## src/rtl/npc_pkg.sv

```systemverilog
// Shared integer-pipeline parameters and the writeback request record used by EXU, LSU and
// the writeback unit.
package npc_pkg;

    localparam int unsigned XLEN    = 64;
    localparam int unsigned REG_AW  = 5;
    localparam int unsigned REG_NUM = 1 << REG_AW;

    typedef struct packed {
        logic [REG_AW-1:0] rd;
        logic [XLEN-1:0]   data;
    } wb_req_t;

endpackage

```

## src/rtl/wb_scoreboard.sv

```systemverilog
// Per-register busy bits tracking issued-but-not-yet-written destinations, with two
// combinational query ports for decode hazard checks.
module wb_scoreboard
    import npc_pkg::*;
(
    input  logic              i_clock,
    input  logic              i_reset,
    input  logic              i_flush,
    input  logic              i_iss_valid,
    input  logic [REG_AW-1:0] i_iss_rd,
    input  logic              i_wr_en,
    input  logic [REG_AW-1:0] i_wr_addr,
    input  logic [REG_AW-1:0] i_rs1_addr,
    input  logic [REG_AW-1:0] i_rs2_addr,
    output logic              o_rs1_busy,
    output logic              o_rs2_busy
);

    logic [REG_NUM-1:0] r_busy;
    logic [REG_NUM-1:0] w_busy_d;

    always_comb begin
        w_busy_d = r_busy;
        if (i_flush) begin
            w_busy_d = '0;
        end else begin
            if (i_wr_en) begin
                w_busy_d[i_wr_addr] = 1'b0;
            end
            // Applied after the clear so a new producer for the same register wins.
            if (i_iss_valid) begin
                w_busy_d[i_iss_rd] = 1'b1;
            end
            w_busy_d[0] = 1'b0;
        end
    end

    always_ff @(posedge i_clock) begin
        if (i_reset) begin
            r_busy <= '0;
        end else begin
            r_busy <= w_busy_d;
        end
    end

    assign o_rs1_busy = r_busy[i_rs1_addr];
    assign o_rs2_busy = r_busy[i_rs2_addr];

endmodule

```

## src/rtl/reg_writeback_unit.sv

```systemverilog
// Register file write-side owner: LSU-over-EXU arbitration, one registered write stage and the
// RAW hazard scoreboard.
module reg_writeback_unit
    import npc_pkg::*;
(
    input  logic              clock,
    input  logic              reset,
    input  logic              iss_valid,
    input  logic [REG_AW-1:0] iss_rd,
    input  logic              flush,
    input  logic              exu_valid,
    output logic              exu_ready,
    input  logic [REG_AW-1:0] exu_rd,
    input  logic [XLEN-1:0]   exu_data,
    input  logic              lsu_valid,
    output logic              lsu_ready,
    input  logic [REG_AW-1:0] lsu_rd,
    input  logic [XLEN-1:0]   lsu_data,
    output logic              rf_wen,
    output logic [REG_AW-1:0] rf_waddr,
    output logic [XLEN-1:0]   rf_wdata,
    input  logic [REG_AW-1:0] rs1_addr,
    input  logic [REG_AW-1:0] rs2_addr,
    output logic              rs1_busy,
    output logic              rs2_busy
);

    logic              w_lsu_acc;
    logic              w_exu_acc;
    logic              w_wr;
    wb_req_t           w_sel;

    logic              r_wen;
    logic [REG_AW-1:0] r_waddr;
    logic [XLEN-1:0]   r_wdata;

    always_comb begin
        lsu_ready = ~flush;
        exu_ready = ~flush & ~lsu_valid;
        w_lsu_acc = lsu_valid & lsu_ready;
        w_exu_acc = exu_valid & exu_ready;
        w_sel     = w_lsu_acc ? '{rd: lsu_rd, data: lsu_data} : '{rd: exu_rd, data: exu_data};
        // Writes to x0 are accepted and dropped here.
        w_wr      = (w_lsu_acc | w_exu_acc) & (w_sel.rd != '0);
    end

    always_ff @(posedge clock) begin
        if (reset) begin
            r_wen   <= 1'b0;
            r_waddr <= '0;
            r_wdata <= '0;
        end else begin
            r_wen <= w_wr;
            if (w_wr) begin
                r_waddr <= w_sel.rd;
                r_wdata <= w_sel.data;
            end
        end
    end

    assign rf_wen   = r_wen;
    assign rf_waddr = r_waddr;
    assign rf_wdata = r_wdata;

    wb_scoreboard u_scoreboard (
        .i_clock     (clock),
        .i_reset     (reset),
        .i_flush     (flush),
        .i_iss_valid (iss_valid),
        .i_iss_rd    (iss_rd),
        .i_wr_en     (r_wen),
        .i_wr_addr   (r_waddr),
        .i_rs1_addr  (rs1_addr),
        .i_rs2_addr  (rs2_addr),
        .o_rs1_busy  (rs1_busy),
        .o_rs2_busy  (rs2_busy)
    );

endmodule

```

## config.mk

```make
export PLATFORM = sky130hd
export DESIGN_NAME = reg_writeback_unit
export DESIGN_NICKNAME = d
export VERILOG_FILES = /design/src/rtl/npc_pkg.sv /design/src/rtl/wb_scoreboard.sv /design/src/rtl/reg_writeback_unit.sv
export SDC_FILE = /design/constraint.sdc
export NUM_CORES = 1
export LEC_CHECK = 0
export BUFFER_PORTS_ARGS = -buffer_cell sky130_fd_sc_hd__buf_2
export CAP_MARGIN = 20
export CORE_ASPECT_RATIO = 1.1
export CORE_MARGIN = 4
export CORE_UTILIZATION = 30
export CTS_CLUSTER_SIZE = 20
export DETAILED_ROUTE_END_ITERATION = 7
export HOLD_SLACK_MARGIN = 0.15
export SYNTH_ARGS = -nofsm -noshare
export SYNTH_HDL_FRONTEND = slang
export SYNTH_SLANG_ARGS = --single-unit
```

## constraint.sdc

```tcl
create_clock -name clock -period 2.24 [get_ports clock]
set_clock_uncertainty 0.1 [all_clocks]
set_input_delay 0.224 -clock clock [delete_from_list [all_inputs] [get_ports clock]]
set_output_delay 0.224 -clock clock [all_outputs]
set_load 0.03 [all_outputs]
```

**After elaboration in Yosys (flattened, before gate mapping)**

Cells that the tools add are included.

- $add $sub $neg: 0
- Multiply operators: 0
- Divide/modulo/power cells: 0
- Order comparisons: 6
- Equal/unequal tests: 0
- Shifts and indexed selects: 0
- Mux-type cells: 12
- Bitwise gates (word level): 10
- Reductions and logical operators: 4

Operator list:

| kind | count |
|---|---|
| $mux W32 | 3 |
| $mux W69 | 1 |
| $and A32 B32 Y32 | 1 |
| $not A32 Y32 | 1 |
| $or A32 B32 Y32 | 1 |
| $lt A5 B6 Y1 const B | 4 |
| $bmux W1 S5 | 2 |
| $demux W1 S5 | 2 |
| $ge A5 B1 Y1 const B | 2 |
| $reduce_bool A5 Y1 | 1 |
| $and A1 B1 Y1 | 4 |
| $mux W1 | 4 |
| $logic_and A1 B1 Y1 | 2 |
| $not A1 Y1 | 2 |
| $reduce_or A2 Y1 | 1 |
| $or A1 B1 Y1 | 1 |

- Register bits: 102
- Bits in latches: 0
- Memory bits (writable): 0
- Memory bits (read-only): 0
- Bits of input ports: 159
- Output and inout port bits: 74
- Memories kept: 0

**Logic depth before layout (Yosys ltp)**

Gate-level depths: netlist of run 1.

- Depth after elaboration: 10
- Mapped depth: 6
- Depth with buffers taken out: 4

**By module**

Synthesis of run 1 repeated with hierarchy kept, for this count alone.

- Cell total of the unflattened synthesis: 634
- Area, all modules: 5520.3 um2

Modules (own cells, without submodules):

| module | times used | cells each | area an instance (um2) | seq. area each (um2) |
|---|---|---|---|---|
| reg_writeback_unit | 1 | 403 | 3683.5 | 1401.3 |
| wb_scoreboard | 1 | 231 | 1836.8 | 620.6 |

**Worst setup path before layout of run 1**

Ideal clock, no wire load.

- Path type: input-to-output
- Start point: input port rs1_addr[1]
- End point: output port rs1_busy
- Arrival: 1.680 ns
- Data required time: 1.916 ns
- Setup slack: 0.236 ns
- Stages on the path: 5
- Buffers on the path: 1
- Cells stage by stage: buf_6 > mux4_1 > nand4_1 > nand4_1 > or4_1

- Longest elaborated chain between the ends: 2

RTL lines:

| item | RTL line | source |
|---|---|---|
| start, declared | reg_writeback_unit.sv:22 | `input logic [REG_AW-1:0] rs1_addr,` |
| $bmux W1 S5 | wb_scoreboard.sv:46 | `assign o_rs1_busy = r_busy[i_rs1_addr];` |
| $mux W1 (implied by the code) | wb_scoreboard.sv:46 |  |
| end, declared | reg_writeback_unit.sv:24 | `output logic rs1_busy,` |

Every way passes these cells. The select of a mux whose other input is x is not followed.

**Worst setup path after layout of run 1**

- Start point: register u_scoreboard.r_busy[23]
- End point: output port rs1_busy

- Longest elaborated chain between the ends: 2

RTL lines:

| item | RTL line | source |
|---|---|---|
| start, declared | wb_scoreboard.sv:19 | `logic [REG_NUM-1:0] r_busy;` |
| start signal, assigned | wb_scoreboard.sv:42 | `r_busy <= w_busy_d;` |
| $bmux W1 S5 | wb_scoreboard.sv:46 |  |
| $mux W1 (implied by the code) | wb_scoreboard.sv:46 |  |

Every way passes these cells. The select of a mux whose other input is x is not followed.

==> summary.txt, run 1 <==
Initial DRC Count -> 256
RSZ-0062 raised after global routing -> yes
Net switching power figure -> 1320 uW
Critical path depth -> 4
HP Class -> in2reg
CTS sink count -> 101
Critical path's top delay family -> simple AND/OR/NAND/NOR gates
PortBufs -> 232
Area leader, netlist -> dfxtp_1
Clk_lat worst skew -> 0.35 ns
Core area -> 0.0179 mm2
FF-to-FF End -> u_scoreboard.r_busy[17]
Die X -> 137 um
Final Hold Fails -> 0
WHS Path Cells -> 4
Post-DP HPWL -> 12500 um
Average via count per standard cell -> 4.76
Gp weighted congestion -> 0.786
Cell Int Power -> 3100 uW
GR Overflow Total -> 0
Postcts setup bufs -> 0
Worst Max-Slew Pin Slew -> 0.722 ns
Synth warn -> 0
LEAKAGE -> 0.00345 uW
Post-Synthesis Cells -> 595
CP bufs+invs -> 1
Clk pwr share -> 34.6%
#FFs+latches synth -> 101
Worst Hold Launch -> lsu_data[19]
Critical Path Start Type -> flop
RR Startpoint -> rf_waddr[4]
Comb pwr share -> 21.4%
Hold Path End -> rf_wdata[19]
Initial antenna violation count -> 4
Die height -> 150 um
Vias -> 5073
Crit path capture type -> primary output
Final period util -> 105%
Crit path max-delay cell type -> or4_4
Cell variety after synth -> 35
Post-synthesis sequential area ratio -> 36.8%
I/O pin cnt -> 233
Global router's overall resource usage -> 15.7%
Reg2reg setup slack -> 0.68 ns
Sw frac -> 29.8%
Final WL -> 16300 um
Vias in the first global route -> 5082
Critical path fanouts, max -> 3
Clk buf depth -> 2
Status -> finished, violations left
R2r worst-path depth -> 3
Critical Path AT -> 2.02 ns
Layout cells sized above 1 -> 44.0%
Root buf cell -> clkbuf_16
TNS Setup -> -0.196 ns
Syn Std Cell Area -> 0.00550 mm2
Syn_area_per_cell -> 9.24 um2
Nets -> 981
Crit path largest cell delay -> 0.53 ns
Worst vdd rail ir drop -> 0.316 mV
Final Total Pwr -> 4420 uW
Clock transition at path regs -> 0.08 ns
First-pass GRT wire length -> 25400 um
Failing checks -> setup timing
Sequential share of power -> 44.0%
Required time of the critical path -> 1.92 ns
Worst slew margin -> 51.7%
Crit Path Class -> reg2out
CTS tree -> done
Starting Density -> 30.8%
DR pass1 iterations -> 4
Largest net degree at the start of global routing -> 68
Placement Rows -> 51
CTS H-tree lvls -> 3
Critical path, cell by cell -> mux4_2 -> and4b_1 -> or4_4 -> buf_6
Clock buffer count from CTS -> 9
Largest cells by area after synthesis -> dfxtp_1, mux2_2, mux2i_1
Final setup viols -> 2
Fillers -> 1855
Fmax -> 426 MHz
Layout area overhead -> 32.7%
Syn Nets -> 754
Minimum clock period -> 2.35 ns
DIE AREA -> 0.0205 mm2
Pins Over Slew Limit -> 0
Wire per inst -> 15.3 um
Final Worst Setup Slack -> -0.105 ns
Max-Cap Viols -> 0
Detail Route Antenna Nets -> 0
Power Density -> 606 mW/mm2
Remaining DRCs -> 0
Synth top area share -> 36.8%
-- layer usage --
| metal | share of wire, % | GRT usage (%) | vias to the layer above |
|---|---|---|---|
| met2 | 50 | 27.4 | 180 |
| met1 | 40 | 18.3 | 2335 |
| li1 | - | - | 2532 |
| met5 | 0.21 | 0 | - |
| met4 | 1.2 | 3.99 | 6 |
| met3 | 8.4 | 5.35 | 20 |
-- flip-flops by register name, indices dropped and copies added (netlist names) --
signal               count
rf_waddr                 5
rf_wdata                64
rf_wen                   1
u_scoreboard.r_busy     31
-- cell usage after synthesis (all sizes together) --
library cell	n
a2111oi	2
a21oi	33
a221o	1
a221oi	2
a31o	2
and3	2
and3b	3
and4b	2
buf	19
clkbuf	25
dfxtp	101
inv	5
mux2	69
mux2i	67
mux4	14
nand2	171
nand2b	1
nand3	6
nand3b	7
nand4	4
nand4b	2
nor2	6
nor2b	4
nor3	1
nor3b	4
nor4	1
nor4bb	2
o21ai	32
or3	1
or3b	3
or4	3
-- power groups by stage --
stage               Clock [uW]  Sequential [uW]  Combinational [uW]
global route              1660             1960                1020
global placement             0             1980                 930
finish                    1530             1940                 945
floorplan                    0             2150                 425
detailed placement           0             1980                 935
CTS                       1580             1940                 955
-- layout make-up --
type / instances / area [um2] / share of cell area [%]
flip-flops and latches: 101 / 2040 / 27.9
well taps: 238 / 298 / 4.08
inverters: 5 / 20.0 / 0.275
clock buffers: 11 / 243 / 3.33
clock inverters: 5 / 42.5 / 0.583
repair buffers: 260 / 1440 / 19.8
multi-input cells: 445 / 3210 / 44.0
diodes: 1 / 2.50 / 0.0343
-- worst register-to-register path: stages, from the launching register on --
cell	delay, ns
dfxtp_1	0.55
or3b_2	0.53
o21ai_0	0.18
a21oi_1	0.09
-- cell families after synthesis --
logic type             after synthesis  share of synthesized area [%]
AOI/OAI and AO/OA                   72                           7.06
DFF                                101                           36.8
buffers and inverters               49                           5.12
and+or+nand+nor                    223                           18.1
muxes                              150                           32.9
-- stage by stage --
| step | hold slack [ns] | util, % | cell area (um2) | cells | setup WS (ns) |
|---|---|---|---|---|---|
| floorplan | 0.196 | - | 5500 | 595 | 0.236 |
| global placement | 0.316 | 38.5 | 6890 | 1040 | 0.0886 |
| detailed placement | 0.317 | 38.5 | 6890 | 1040 | 0.0469 |
| CTS | 0.150 | 40.7 | 7270 | 1065 | -0.133 |
| global route | 0.170 | 40.8 | 7290 | 1066 | -0.153 |
| finish | 0.165 | 40.8 | 7290 | 1066 | -0.105 |
-- worst max-delay path by stage --
stage	from	to	slack [ns]
floorplan	rs1_addr[1]	rs1_busy	0.24
global placement	rs2_addr[1]	rs2_busy	0.09
detailed placement	rs2_addr[1]	rs2_busy	0.05
CTS	u_scoreboard.r_busy[23]	rs1_busy	-0.13
global route	u_scoreboard.r_busy[29]	rs2_busy	-0.15
finish	u_scoreboard.r_busy[23]	rs1_busy	-0.11
-- layout by cell type, fill, tap and decap left out, drive strengths merged, types with 7 or more instances in the layout --
master | netlist | layout
clkbuf | 25 | 11
inv | 5 | 7
buf | 19 | 251
a21oi | 33 | 33
nand3b | 7 | 7
dlygate4sd3 | 0 | 9
o21ai | 32 | 32
nand2 | 171 | 171
mux2i | 67 | 67
dfxtp | 101 | 101
mux4 | 14 | 14
mux2 | 69 | 69
-- timing repair --
item	in CTS	in global routing
pin swaps	5	1
resized for setup	13	12
hold endpoints to repair	7	0
hold buffers	9	0
endpoints found under the setup margin	2	2
cloned	0	0
No activity file was read; power rests on OpenSTA's default activity.
==> inputs of run 2 (changes only) <==
MAX_ROUTING_LAYER = met4   (was not set)
==> run 2 against run 1 <==
Compared with the run above: the run still ends with setup timing left; largest cell class unchanged; via count is 0.16% lower; sequential power hardly changed; final area is 0.10% higher; combinational power hardly changed; sequential share of layout area hardly changed; final cell count is 0.28% higher; worst hold slack better by 0.0011 ns; power hardly changed; global-route usage is 0.45 points higher.
==> summary.txt, run 2 (synthesis results as in run 1) <==
Most common cell after layout, fill and taps aside -> buf_2
I/O pin cnt -> 233 (unchanged)
Worst slew margin -> 54.1% (+2.4 points)
Vias in the first global route -> 5101 (+0.37%)
Final period util -> 105% (+0.14 points)
R2r worst-path depth -> 3 (unchanged)
DR pass1 iterations -> 4 (unchanged)
CTS sink count -> 101 (unchanged)
FF-to-FF End -> u_scoreboard.r_busy[16]
Detail Route Antenna Nets -> 0 (unchanged)
Required time of the critical path -> 1.92 ns (about the same)
Postcts setup bufs -> 0 (unchanged)
Clk buf depth -> 2 (unchanged)
Fmax -> 426 MHz (-0.13%)
RSZ-0062 raised after global routing -> yes
Critical Path Start Type -> flop
Clock buffer count from CTS -> 9 (unchanged)
CTS tree -> done
LEAKAGE -> 0.00345 uW (about the same)
RR Startpoint -> rf_waddr[4]
Most frequent cells in the layout -> buf_2, nand2_1, dfxtp_1
Post-DP HPWL -> 12500 um (unchanged)
Average via count per standard cell -> 4.74 (-0.44%)
Final WL -> 16400 um (+0.51%)
Worst slack, placed -> 0.0469 ns (unchanged)
Final Hold Fails -> 0 (unchanged)
Reg2reg setup slack -> 0.64 ns (-0.04 ns)
TNS Setup -> -0.201 ns (-0.00462 ns)
Failing checks -> setup timing
Critical Path AT -> 2.02 ns (about the same)
Crit path capture type -> primary output
Clock transition at path regs -> 0.07 ns (about the same)
Die X -> 137 um (unchanged)
Worst vdd rail ir drop -> 0.313 mV (-0.66%)
Critical path fanouts, max -> 3 (unchanged)
Hold_ws -> 0.167 ns (+0.00106 ns)
Hold Path End -> rf_wdata[51]
Gp weighted congestion -> 0.797 (+1.4%)
Initial DRC Count -> 242 (-5.5%)
Max-Cap Viols -> 0 (unchanged)
HP Class -> in2reg
Root buf cell -> clkbuf_16
Die height -> 150 um (unchanged)
PortBufs -> 232 (unchanged)
Power Density -> 605 mW/mm2 (about the same)
Remaining DRCs -> 0 (unchanged)
Largest net degree at the start of global routing -> 68 (unchanged)
Minimum clock period -> 2.35 ns (+0.00305 ns)
WHS Path Cells -> 4 (unchanged)
GR Overflow Total -> 0 (unchanged)
DIE AREA -> 0.0205 mm2 (unchanged)
Initial antenna violation count -> 4 (unchanged)
Layout area overhead -> 32.8%
Pins Over Slew Limit -> 0 (unchanged)
Worst Hold Launch -> lsu_data[51]
Nets -> 981 (unchanged)
Worst Max-Slew Pin Slew -> 0.687 ns (-0.0352 ns)
Core area -> 0.0179 mm2 (unchanged)
Layout cells sized above 1 -> 44.0% (unchanged)
Clk_lat worst skew -> 0.35 ns (about the same)
Max reg flops -> 64 (unchanged)
Wire per inst -> 15.4 um (+0.23%)
Starting Density -> 30.8% (unchanged)
First-pass GRT wire length -> 25400 um (-0.17%)
Placement Rows -> 51 (unchanged)
Crit Path Class -> reg2out
Vias -> 5065 (-0.16%)
Final setup viols -> 2 (unchanged)
CTS H-tree lvls -> 3 (unchanged)
Status -> finished, violations left
Fillers -> 1854 (-0.054%)
Global router's overall resource usage -> 16.1% (+0.45 points)
Final Worst Setup Slack -> -0.108 ns (-0.00305 ns)
==> run 2: cell count changes in the layout (fill, tap and decap cells not counted) <==
cell / delta
diode_2: +3
==> run 2: routing by layer <==
metal | part of all wire, % | global-route usage, % | up-vias
met2 | 51 | 27.6 | 173
met1 | 41 | 18.7 | 2352
met5 | 0 | - | -
met3 | 7.2 | 4.61 | 4
met4 | 0.47 | 3.84 | 0
li1 | - | - | 2536
==> run 2: how the worst max path moves through the flow <==
stage / startpoint / endpoint / cells past startpoint
6_report: u_scoreboard.r_busy[23] / rs1_busy / 4
5_1_grt: u_scoreboard.r_busy[29] / rs2_busy / 5
4_1_cts: u_scoreboard.r_busy[23] / rs1_busy / 4
3_5_place_dp: rs2_addr[1] / rs2_busy / 6
3_3_place_gp: rs2_addr[1] / rs2_busy / 6
2_1_floorplan: rs1_addr[1] / rs1_busy / 5
==> run 2: layout make-up <==
cell class	instances	area [um2]	area share, %
multi-input combinational	445	3210	43.9
clock buffer	11	243	3.33
inverter	5	20.0	0.274
tap	238	298	4.08
timing repair buffer	260	1440	19.8
antenna	4	10.0	0.137
sequential	101	2040	27.9
clock inverter	5	42.5	0.583
==> run 2: critical path, cell delays in order, from the launching register on <==
cell and delay, ns:
dfxtp_2 0.33, mux4_2 0.48, and4b_1 0.19, or4_4 0.53
buf_6 0.15
==> run 2: through the flow <==
stage | cells | power (uW) | instance area [um2] | util, %
after global routing | 1069 | 4640 | 7300 | 40.8
final | 1069 | 4420 | 7300 | 40.8
after CTS | 1065 | 4480 | 7270 | 40.7
after global placement | 1040 | 2910 | 6890 | 38.5
after floorplan | 595 | 2580 | 5500 | -
after detailed placement | 1040 | 2920 | 6890 | 38.5
==> run 2: timing repair <==
item,in CTS,in global routing
pin swaps,5,1
gates resized for setup,13,12
gates cloned,0,0
endpoints found under the hold margin,7,0
endpoints found under the setup margin,2,2
hold buffers,9,0
==> run 2: where the power goes <==
part	internal, uW	switching [uW]
clock	802	729
combinational	410	535
sequential	1890	55.8
total	3100	1320
